===== config.mk =====
export PLATFORM = sky130hd
export DESIGN_NAME = exec_unit
export DESIGN_NICKNAME = d
export VERILOG_FILES = /design/src/rtl/exec_unit_pkg.sv /design/src/rtl/exec_unit_mul.sv /design/src/rtl/exec_unit.sv
export SDC_FILE = /design/constraint.sdc
export NUM_CORES = 1
export LEC_CHECK = 0
export ABC_AREA = 1
export CAP_MARGIN = 20
export CORE_UTILIZATION = 24
export CTS_BUF_LIST = sky130_fd_sc_hd__clkbuf_4
export DETAILED_ROUTE_END_ITERATION = 8
export SLEW_MARGIN = 5
export SYNTH_ARGS = -nofsm -noshare
export SYNTH_HDL_FRONTEND = slang
export SYNTH_HIERARCHICAL = 1
export SYNTH_SLANG_ARGS = --single-unit

===== constraint.sdc =====
create_clock -name clk -period 4.8 [get_ports clk]
set_input_delay 0.48 -clock clk [delete_from_list [all_inputs] [get_ports clk]]
set_output_delay 0.48 -clock clk [all_outputs]
set_load 0.05 [all_outputs]

===== src/rtl/exec_unit_pkg.sv =====
// Shared vr16 definitions: datapath width, opcode encodings, FSM state encoding.
// Latency: n/a (constants and a pure helper function only).
// Backpressure: n/a.
package exec_unit_pkg;

  localparam int VR16_WIDTH = 16;

  localparam logic [3:0] OP_ADD = 4'd0;
  localparam logic [3:0] OP_SUB = 4'd1;
  localparam logic [3:0] OP_AND = 4'd2;
  localparam logic [3:0] OP_OR  = 4'd3;
  localparam logic [3:0] OP_XOR = 4'd4;
  localparam logic [3:0] OP_NOT = 4'd5;
  localparam logic [3:0] OP_SHL = 4'd6;
  localparam logic [3:0] OP_SHR = 4'd7;
  localparam logic [3:0] OP_MUL = 4'd8;
  localparam logic [3:0] OP_MOV = 4'd9;
  localparam logic [3:0] OP_CMP = 4'd10;

  typedef enum logic [2:0] {
    S_IDLE     = 3'd0,
    S_EXEC     = 3'd1,
    S_MUL      = 3'd2,
    S_WRITE    = 3'd3,
    S_WAIT_ACK = 3'd4,
    S_DONE     = 3'd5
  } state_e;

  // Opcodes 11..15 are reserved and flag an error.
  function automatic logic op_legal(input logic [3:0] op);
    return op <= OP_CMP;
  endfunction

endpackage


===== src/rtl/exec_unit_mul.sv =====
// Iterative shift-add multiplier, low WIDTH bits of a*b.
// Latency: CYCLES cycles after the start pulse; done is high during the last iteration.
// Backpressure: none; a new start restarts the unit, the product is valid only with done.
module shift_add_mul #(
  parameter int WIDTH  = 16,
  parameter int CYCLES = WIDTH
) (
  input  logic             clk,
  input  logic             reset,
  input  logic             start,
  input  logic [WIDTH-1:0] a,
  input  logic [WIDTH-1:0] b,
  output logic             done,
  output logic [WIDTH-1:0] product
);

  localparam int CW = $clog2(CYCLES + 1);

  logic [WIDTH-1:0] mcand;
  logic [WIDTH-1:0] mplier;
  logic [WIDTH-1:0] acc;
  logic [WIDTH-1:0] acc_nxt;
  logic [CW-1:0]    cnt;
  logic             running;

  // Accumulate the shifted multiplicand when the current multiplier bit is set.
  always_comb begin
    acc_nxt = acc;
    if (mplier[0]) acc_nxt = acc + mcand;
  end

  // The product is taken from the in-flight sum so it is ready in the final cycle.
  assign done    = running && (cnt == CW'(CYCLES - 1));
  assign product = acc_nxt;

  // Iteration registers: load on start, one shift-add step per cycle while running.
  always_ff @(posedge clk or posedge reset) begin
    if (reset) begin
      mcand   <= '0;
      mplier  <= '0;
      acc     <= '0;
      cnt     <= '0;
      running <= 1'b0;
    end else if (start) begin
      mcand   <= a;
      mplier  <= b;
      acc     <= '0;
      cnt     <= '0;
      running <= 1'b1;
    end else if (running) begin
      acc    <= acc_nxt;
      mcand  <= mcand << 1;
      mplier <= mplier >> 1;
      if (done) begin
        running <= 1'b0;
        cnt     <= '0;
      end else begin
        cnt <= cnt + 1'b1;
      end
    end
  end

endmodule


===== src/rtl/exec_unit.sv =====
// Executes one vr16 instruction: latch operands, ALU or multiply, write back via strobe/ack.
// Latency: start->done 4 cycles (ALU), 4+MUL_CYCLES (MUL), 2 (CMP/illegal), plus ack wait.
// Backpressure: waits indefinitely for write_done; start is ignored (not queued) while busy.
module exec_unit
  import exec_unit_pkg::*;
#(
  parameter int WIDTH      = VR16_WIDTH,
  parameter int MUL_CYCLES = WIDTH
) (
  input  logic             clk,
  input  logic             reset,
  input  logic             start,
  input  logic [3:0]       opcode,
  input  logic [1:0]       src_a,
  input  logic [1:0]       src_b,
  input  logic [1:0]       dest,
  input  logic [WIDTH-1:0] reg_a_out,
  input  logic [WIDTH-1:0] reg_b_out,
  input  logic [WIDTH-1:0] reg_c_out,
  input  logic [WIDTH-1:0] reg_d_out,
  input  logic             write_done,
  output logic             write_enable,
  output logic [1:0]       store_at,
  output logic [WIDTH-1:0] alu_result,
  output logic             busy,
  output logic             done,
  output logic             zero_flag,
  output logic             carry_flag,
  output logic             err_flag
);

  state_e           state;
  state_e           state_nxt;
  logic [3:0]       opcode_q;
  logic [1:0]       dest_q;
  logic [WIDTH-1:0] op_a;
  logic [WIDTH-1:0] op_b;
  logic [WIDTH-1:0] sel_a;
  logic [WIDTH-1:0] sel_b;
  logic [WIDTH-1:0] alu_nxt;
  logic             carry_nxt;
  logic             mul_start;
  logic             mul_done;
  logic [WIDTH-1:0] mul_product;

  assign store_at = dest_q;

  // Operand selection from the live register file contents.
  always_comb begin
    sel_a = reg_a_out;
    sel_b = reg_a_out;
    case (src_a)
      2'd1:    sel_a = reg_b_out;
      2'd2:    sel_a = reg_c_out;
      2'd3:    sel_a = reg_d_out;
      default: sel_a = reg_a_out;
    endcase
    case (src_b)
      2'd1:    sel_b = reg_b_out;
      2'd2:    sel_b = reg_c_out;
      2'd3:    sel_b = reg_d_out;
      default: sel_b = reg_a_out;
    endcase
  end

  // Single-cycle ALU on the latched operands; carry is the add carry-out or the sub borrow.
  always_comb begin
    alu_nxt   = '0;
    carry_nxt = 1'b0;
    case (opcode_q)
      OP_ADD:         {carry_nxt, alu_nxt} = {1'b0, op_a} + {1'b0, op_b};
      OP_SUB, OP_CMP: begin
        alu_nxt   = op_a - op_b;
        carry_nxt = (op_a < op_b);
      end
      OP_AND:  alu_nxt = op_a & op_b;
      OP_OR:   alu_nxt = op_a | op_b;
      OP_XOR:  alu_nxt = op_a ^ op_b;
      OP_NOT:  alu_nxt = ~op_a;
      OP_SHL:  alu_nxt = op_a << op_b[3:0];
      OP_SHR:  alu_nxt = op_a >> op_b[3:0];
      OP_MOV:  alu_nxt = op_a;
      default: alu_nxt = '0;
    endcase
  end

  // State register.
  always_ff @(posedge clk or posedge reset) begin
    if (reset) state <= S_IDLE;
    else       state <= state_nxt;
  end

  // Next-state and control outputs; strobes are decoded straight from the state.
  always_comb begin
    state_nxt    = state;
    write_enable = 1'b0;
    done         = 1'b0;
    mul_start    = 1'b0;
    busy         = (state != S_IDLE);
    case (state)
      S_IDLE: if (start) state_nxt = S_EXEC;
      S_EXEC: begin
        if (!op_legal(opcode_q) || opcode_q == OP_CMP) begin
          state_nxt = S_DONE;
        end else if (opcode_q == OP_MUL) begin
          state_nxt = S_MUL;
          mul_start = 1'b1;
        end else begin
          state_nxt = S_WRITE;
        end
      end
      S_MUL:      if (mul_done) state_nxt = S_WRITE;
      S_WRITE: begin
        write_enable = 1'b1;
        state_nxt    = S_WAIT_ACK;
      end
      S_WAIT_ACK: if (write_done) state_nxt = S_DONE;
      S_DONE: begin
        done      = 1'b1;
        state_nxt = S_IDLE;
      end
      default:    state_nxt = S_IDLE;
    endcase
  end

  // Datapath: latch at start, register ALU result and flags in EXEC, product at end of MUL.
  always_ff @(posedge clk or posedge reset) begin
    if (reset) begin
      opcode_q   <= '0;
      dest_q     <= '0;
      op_a       <= '0;
      op_b       <= '0;
      alu_result <= '0;
      zero_flag  <= 1'b0;
      carry_flag <= 1'b0;
      err_flag   <= 1'b0;
    end else begin
      case (state)
        S_IDLE: begin
          if (start) begin
            opcode_q <= opcode;
            dest_q   <= dest;
            op_a     <= sel_a;
            op_b     <= sel_b;
          end
        end
        S_EXEC: begin
          err_flag   <= !op_legal(opcode_q);
          carry_flag <= carry_nxt;
          if (opcode_q == OP_CMP) begin
            zero_flag <= (alu_nxt == '0);
          end else if (op_legal(opcode_q) && opcode_q != OP_MUL) begin
            alu_result <= alu_nxt;
            zero_flag  <= (alu_nxt == '0);
          end else begin
            zero_flag <= 1'b0;
          end
        end
        S_MUL: begin
          if (mul_done) begin
            alu_result <= mul_product;
            zero_flag  <= (mul_product == '0);
            carry_flag <= 1'b0;
          end
        end
        default: ;
      endcase
    end
  end

  shift_add_mul #(
    .WIDTH  (WIDTH),
    .CYCLES (MUL_CYCLES)
  ) u_mul (
    .clk     (clk),
    .reset   (reset),
    .start   (mul_start),
    .a       (op_a),
    .b       (op_b),
    .done    (mul_done),
    .product (mul_product)
  );

endmodule


==> impl_metrics.toml, run 1 <==
[clock_tree]
h-tree-depth = 4
clock-sinks = 114
cts_tree = "done"
root_buffer = "clkbuf_4"
cts_setup_buffers = 0
clockBufferDepth = 2
ctsResizeCount = 0
numCtsBuffers = 17
clkSlewWorstSetupHoldPaths_ns = 0.11
hold_buffers = 0
insertion_delay_ns = 0.56

[pwr]
p_int_mw = 3.80
power_frac_seq_pct = 20.3
ir_drop_uv = 277
p_leak_nw = 6.19
p_switching_mw = 6.02
p_sw_share_pct = 61.3
power.total_mw = 9.82
p_comb_share_pct = 73.0
clkPwrFrac_pct = 6.7
p_per_area_nw_per_um2 = 776

[cells_and_area]
drive_gt1_share_pct = 4.73
nFillCells = 4952
layout.nets = 1952
fin_util_pct = 28.5
areaGrowthSynthToFinish_pct = 16.7

[placement]
gp_congestion = 1.02
dpl_worst_slack_ns = 1.68
dp_hpwl_um = 36100
numPortBuffers = 101

[critical_path]
crit_path_start_kind = "register"
slowest_delay_ns = 0.66
worstSetupPathType = "register to register"
path_buf_inv = 2
crit_path_end_kind = "register"
critPathMaxFanout = 9
cp_top_family = "simple AND/OR/NAND/NOR gates"
arrival_ns = 3.67
slowest_stage = "dfrtp_1"
crit_chain = "inv_1, ha_1, inv_1, nand2_1, nor2_1, nor2_1, nand3_1, nand3_1, nand3_1, nor2_1, nand3_1, nor2_1, nand2_1, a21oi_1"
required_ns = 5.29

[global_routing]
grt_pass1_wl_um = 69200
grt_antenna_before_repair = 1
grt_max_degree = 55
track_usage_pct = 19.6
grt_pass1_vias = 11617
grt.overflow.total = 0

[timing]
rsz0062_at_grt = "false"
max_freq_mhz = 315
setup_ws_ns = 1.62
fin_skew_ns = 0.0174
period_share_pct = 66.2
hold_viol = 0
setup_viol_count_final = 0
tightest_slew_ns = 1.10
layout_min_cycle_time_ns = 3.18
final_max_slew_viol_count = 0
relSlewSlack_pct = 26.6
setup_tns_ns = 0

[synthesis]
synth_area_leaders = "dfrtp_1 26%, nand2_1 17%, nand3_1 9.3%"
ys_ff_latch = 114
synthDistinctLibCells = 48
ys_warn_count = 6
syn_area_per_cell_um2 = 6.26
synthesis.nets = 1877
synthTopCellsByCount = "498 x nand2_1, 215 x inv_1, 201 x nand3_1, 178 x nor2_1, 114 x dfrtp_1"
synth.most_common_cell = "nand2_1"
yosys.area.top_type_share_pct = 26.3
synth_ff_type = "dfrtp_1"
synthCells = 1731
yosysSeqAreaShare_pct = 26.3
synth_edf_count = 0
syn_area_um2 = 10800
async_flop_share_pct = 100
yosys.area.top_type = "dfrtp_1"

[job]
drv_cap = 0

[route]
vias = 12053
routedWlPerCell_um = 18.7
ant_nets = 0
routed_wl_um = 45000
drtIter0Drc = 1171
drc = 0
first_pass_iters = 6
viasPerCell = 5.00

[floorplanning]
die_height_um = 215
io_pins = 102
die_w_um = 215
rows = 77
start_util_pct = 24.4
die-area_um2 = 46000
core_area_um2 = 44400

[min_path]
worstHoldPathType = "input pin to async pin"

[outcome]
status = "finished, final reports clean"
## path summary, 6_finish.rpt
kind                                  start             to  slack, ns  cells after the start
worst max register to register      op_a[7]      zero_flag       1.62                     14
max in group asynchronous             reset       op_a[13]       3.50                      3
worst max-delay path                op_a[7]      zero_flag       1.62                     14
worst min-delay path                  reset  alu_result[0]       0.32                      2
min in group clk                    dest[1]    store_at[1]       0.44                      3
worst min register to register  store_at[0]    store_at[0]       0.50                      2
## registers in the layout, summed over array words and instances (netlist names)
signal         cells
alu_result        16
u_mul/cnt          5
op_b              16
u_mul/mcand       16
carry_flag         1
u_mul/mplier      16
opcode_q           4
state              3
op_a              16
zero_flag          1
u_mul/running      1
u_mul/acc         16
err_flag           1
store_at           2
## per-stage QoR
step	std cells	hold WS (ns)	area [µm²]
after global routing	2411	0.317	12600
after CTS	2410	0.289	12600
after detailed placement	2379	0.464	12400
final	2411	0.323	12600
after floorplan	1731	0.450	10800
after global placement	2379	0.461	12400
## cells in the final DEF (no fill, tap or decap), types with 4 or more instances in the layout
cell,count
a21oi_1,101
a221oi_1,15
a22oi_1,34
and2_1,16
buf_4,18
clkbuf_4,17
clkdlybuf4s50_1,101
clkinvlp_4,4
dfrtp_1,114
ha_1,65
inv_1,213
inv_2,11
nand2_1,498
nand2_2,4
nand3_1,200
nand3b_1,5
nand4_1,12
nor2_1,177
nor2_2,4
nor3_1,12
nor4_1,6
o211ai_1,7
o21a_1,4
o21ai_0,76
o21ai_1,7
o221ai_1,19
o22ai_1,20
or2_2,10
xnor2_1,6
## power groups by stage
stage	Sequential [mW]	Clock, mW	Combinational, mW
after floorplan	1.94	0	4.75
final	2.00	0.659	7.17
after global routing	2.04	0.720	7.94
after detailed placement	2.01	0	7.04
after global placement	2.00	0	7.03
after CTS	1.99	0.679	7.07
## logic make-up (layout without fill, tap and decap cells)
group | Yosys count | count (layout) | synth area share [%]
simple gates | 954 | 954 | 37.4
compound gates | 298 | 298 | 16.7
buf+inv | 288 | 375 | 10.9
flops | 114 | 114 | 26.3
fa+ha+maj | 68 | 68 | 8.06
xor+xnor | 9 | 9 | 0.727
other cells | 0 | 1 | 0
## worst reg2reg max path: stages (launching register included)
cell	delay [ns]
dfrtp_1	0.66
inv_1	0.21
ha_1	0.66
inv_1	0.23
nand2_1	0.20
nor2_1	0.08
nor2_1	0.13
nand3_1	0.10
nand3_1	0.13
nand3_1	0.09
nor2_1	0.25
nand3_1	0.11
nor2_1	0.10
nand2_1	0.06
a21oi_1	0.11
## per-layer routing
metal  up-vias  global-route usage (%)  wire length [µm]
li1       5852                       -                 -
met2       469                    31.5             20500
met1      5648                    25.9             19800
met4         0                    8.83              1870
met3        84                    2.77              2800
met5         -                       0                 0
## layout make-up
type                       count  area, µm²  area share, %
tap                          592        741           5.86
multi-input combinational   1329       6820           53.9
inverter                     225        847           6.70
clock buffer                  17        128           1.01
sequential                   114       2850           22.6
timing repair buffer         119       1150           9.06
antenna                        1       2.50         0.0198
clock inverter                14        118          0.930
Note: power is estimated with default switching activity, not from simulation.
==> run 2, diff against run 1 <==
- clock period: 4.8 -> 3 ns (I/O delays scaled with it)
==> impl_metrics.toml, run 2 (synthesized netlist as in run 1, its figures left out) <==
[outcome]
status = "finished, final reports clean"

[timing]
rsz0062_at_grt = "false"
fin_skew_ns = 0.0450
relSlewSlack_pct = 36.4
layout_min_cycle_time_ns = 2.76
hold_viol = 0
whs_ns = 0.167
setup_viol_count_final = 0
max_freq_mhz = 363
setup_tns_ns = 0
tightest_slew_ns = 0.951
period_share_pct = 91.9
final_max_slew_viol_count = 0

[floorplanning]
die_w_um = 215
io_pins = 102
rows = 77
die-area_um2 = 46000
die_height_um = 215
core_area_um2 = 44400
start_util_pct = 24.4

[min_path]
worstHoldPathType = "input pin to async pin"

[route]
routed_wl_um = 44400
viasPerCell = 5.00
drc = 0
routedWlPerCell_um = 18.1
met3_length_um = 2630
first_pass_iters = 6
vias = 12273
wl_met1_um = 19600
drtIter0Drc = 1092
highest_layer = "met4"
ant_nets = 0
wl_met2_um = 20500

[global_routing]
grt_pass1_vias = 11718
grt_antenna_before_repair = 1
grt_pass1_wl_um = 68300
grt_max_degree = 61
track_usage_pct = 19.1
grt.overflow.total = 0

[critical_path]
rr_endpoint = "zero_flag"
crit_path_end_kind = "register"
timing.rr.start = "u_mul/mcand[0]"
r2r_setup_slack_ns = 0.24
arrival_ns = 3.27
required_ns = 3.52
critPathMaxFanout = 3
rr_worst_depth = 14
critPathLaunch = "u_mul/mcand[0]"
crit_path_start_kind = "register"
worstSetupPathType = "register to register"

[pwr]
p_comb_share_pct = 75.9
p_per_area_nw_per_um2 = 1250
clkPwrFrac_pct = 7.3
p_switching_mw = 9.75
p_int_mw = 6.57
p_leak_nw = 6.42
power_frac_seq_pct = 16.8
p_sw_share_pct = 59.7
ir_drop_uv = 531

[clock_tree]
clock-sinks = 114
hold_buffers = 0
h-tree-depth = 4
clkSlewWorstSetupHoldPaths_ns = 0.15
insertion_delay_ns = 0.59
root_buffer = "clkbuf_4"
numCtsBuffers = 17
cts_tree = "done"
clockBufferDepth = 2

[job]
drv_cap = 0

[cells_and_area]
drive_gt1_share_pct = 7.10
final_common_cell = "nand2_1"
nFillCells = 4916
areaGrowthSynthToFinish_pct = 20.3
final_cell_mix = "498 x nand2_1, 213 x inv_1, 200 x nand3_1"
layout.nets = 1993

[placement]
numPortBuffers = 101
gp_congestion = 1.02
dp_hpwl_um = 35800
[run 2: changes by cell type in the layout (fill, tap and decap cells not counted)]
cell / previous run / this run
nor4_2: 0 / 1
nor4_1: 6 / 5
inv_6: 1 / 3
xnor2_1: 6 / 5
clkinv_1: 2 / 0
buf_4: 18 / 56
buf_12: 0 / 3
inv_8: 0 / 3
clkinv_2: 3 / 2
clkinvlp_4: 4 / 3
xnor2_2: 0 / 1
[run 2: final cells by class]
cell class,instances,area (µm²),area share [%]
clock buffer,17,128,0.979
timing repair buffer,160,1490,11.4
inverter,225,847,6.50
antenna,1,2.50,0.0192
clock inverter,15,149,1.14
tap,592,741,5.68
sequential,114,2850,21.9
multi-input combinational,1329,6830,52.4
[run 2: power groups by stage]
| stage | Sequential [mW] | Clock (mW) | Combinational (mW) |
|---|---|---|---|
| CTS | 2.74 | 1.21 | 12.2 |
| global route | 2.83 | 1.28 | 13.6 |
| finish | 2.75 | 1.18 | 12.4 |
| global placement | 2.75 | 0 | 12.1 |
| floorplan | 3.10 | 0 | 7.59 |
| detailed placement | 2.78 | 0 | 12.1 |
[run 2: worst max path at each step]
stage,end,slack [ns],depth (start not counted)
finish,zero_flag,0.24,14
global route,zero_flag,0.03,14
CTS,zero_flag,0.17,14
detailed placement,zero_flag,0.18,14
global placement,zero_flag,0.20,14
floorplan,zero_flag,0.47,14
[run 2: routing by layer]
metal  global-route usage [%]  vias to the layer above
met5                        0                        -
met4                     7.71                        0
met3                     2.31                       77
met2                     31.5                      480
met1                     25.3                     5789
li1                         -                     5927
[run 2: what timing repair did]
action | CTS | global route
resized for setup | 0 | 2
buffers inserted | 0 | 0
endpoints found under the setup margin | 0 | 1
[run 2: through the flow]
step | cells | cell area, µm² | power (mW) | utilization, % | setup WS, ns
floorplan | 1731 | 10800 | 10.7 | - | 0.469
global placement | 2420 | 12700 | 14.8 | 28.7 | 0.200
detailed placement | 2420 | 12700 | 14.9 | 28.7 | 0.183
CTS | 2452 | 13000 | 16.1 | 29.3 | 0.172
global route | 2453 | 13000 | 17.7 | 29.4 | 0.0277
finish | 2453 | 13000 | 16.3 | 29.4 | 0.243
[run 2: worst max-delay path, stage by stage, from the launching register on]
cell      delay [ns]
dfrtp_1         0.41
ha_1            0.24
fa_1            0.41
nand2_1         0.10
nand2_1         0.06
nand3b_1        0.09
nand2_2         0.09
xnor2_2         0.16
o21ai_2         0.08
or4_1           0.55
nor4_2          0.16
nand4_1         0.12
nand2_1         0.08
inv_1           0.04
a21oi_1         0.12
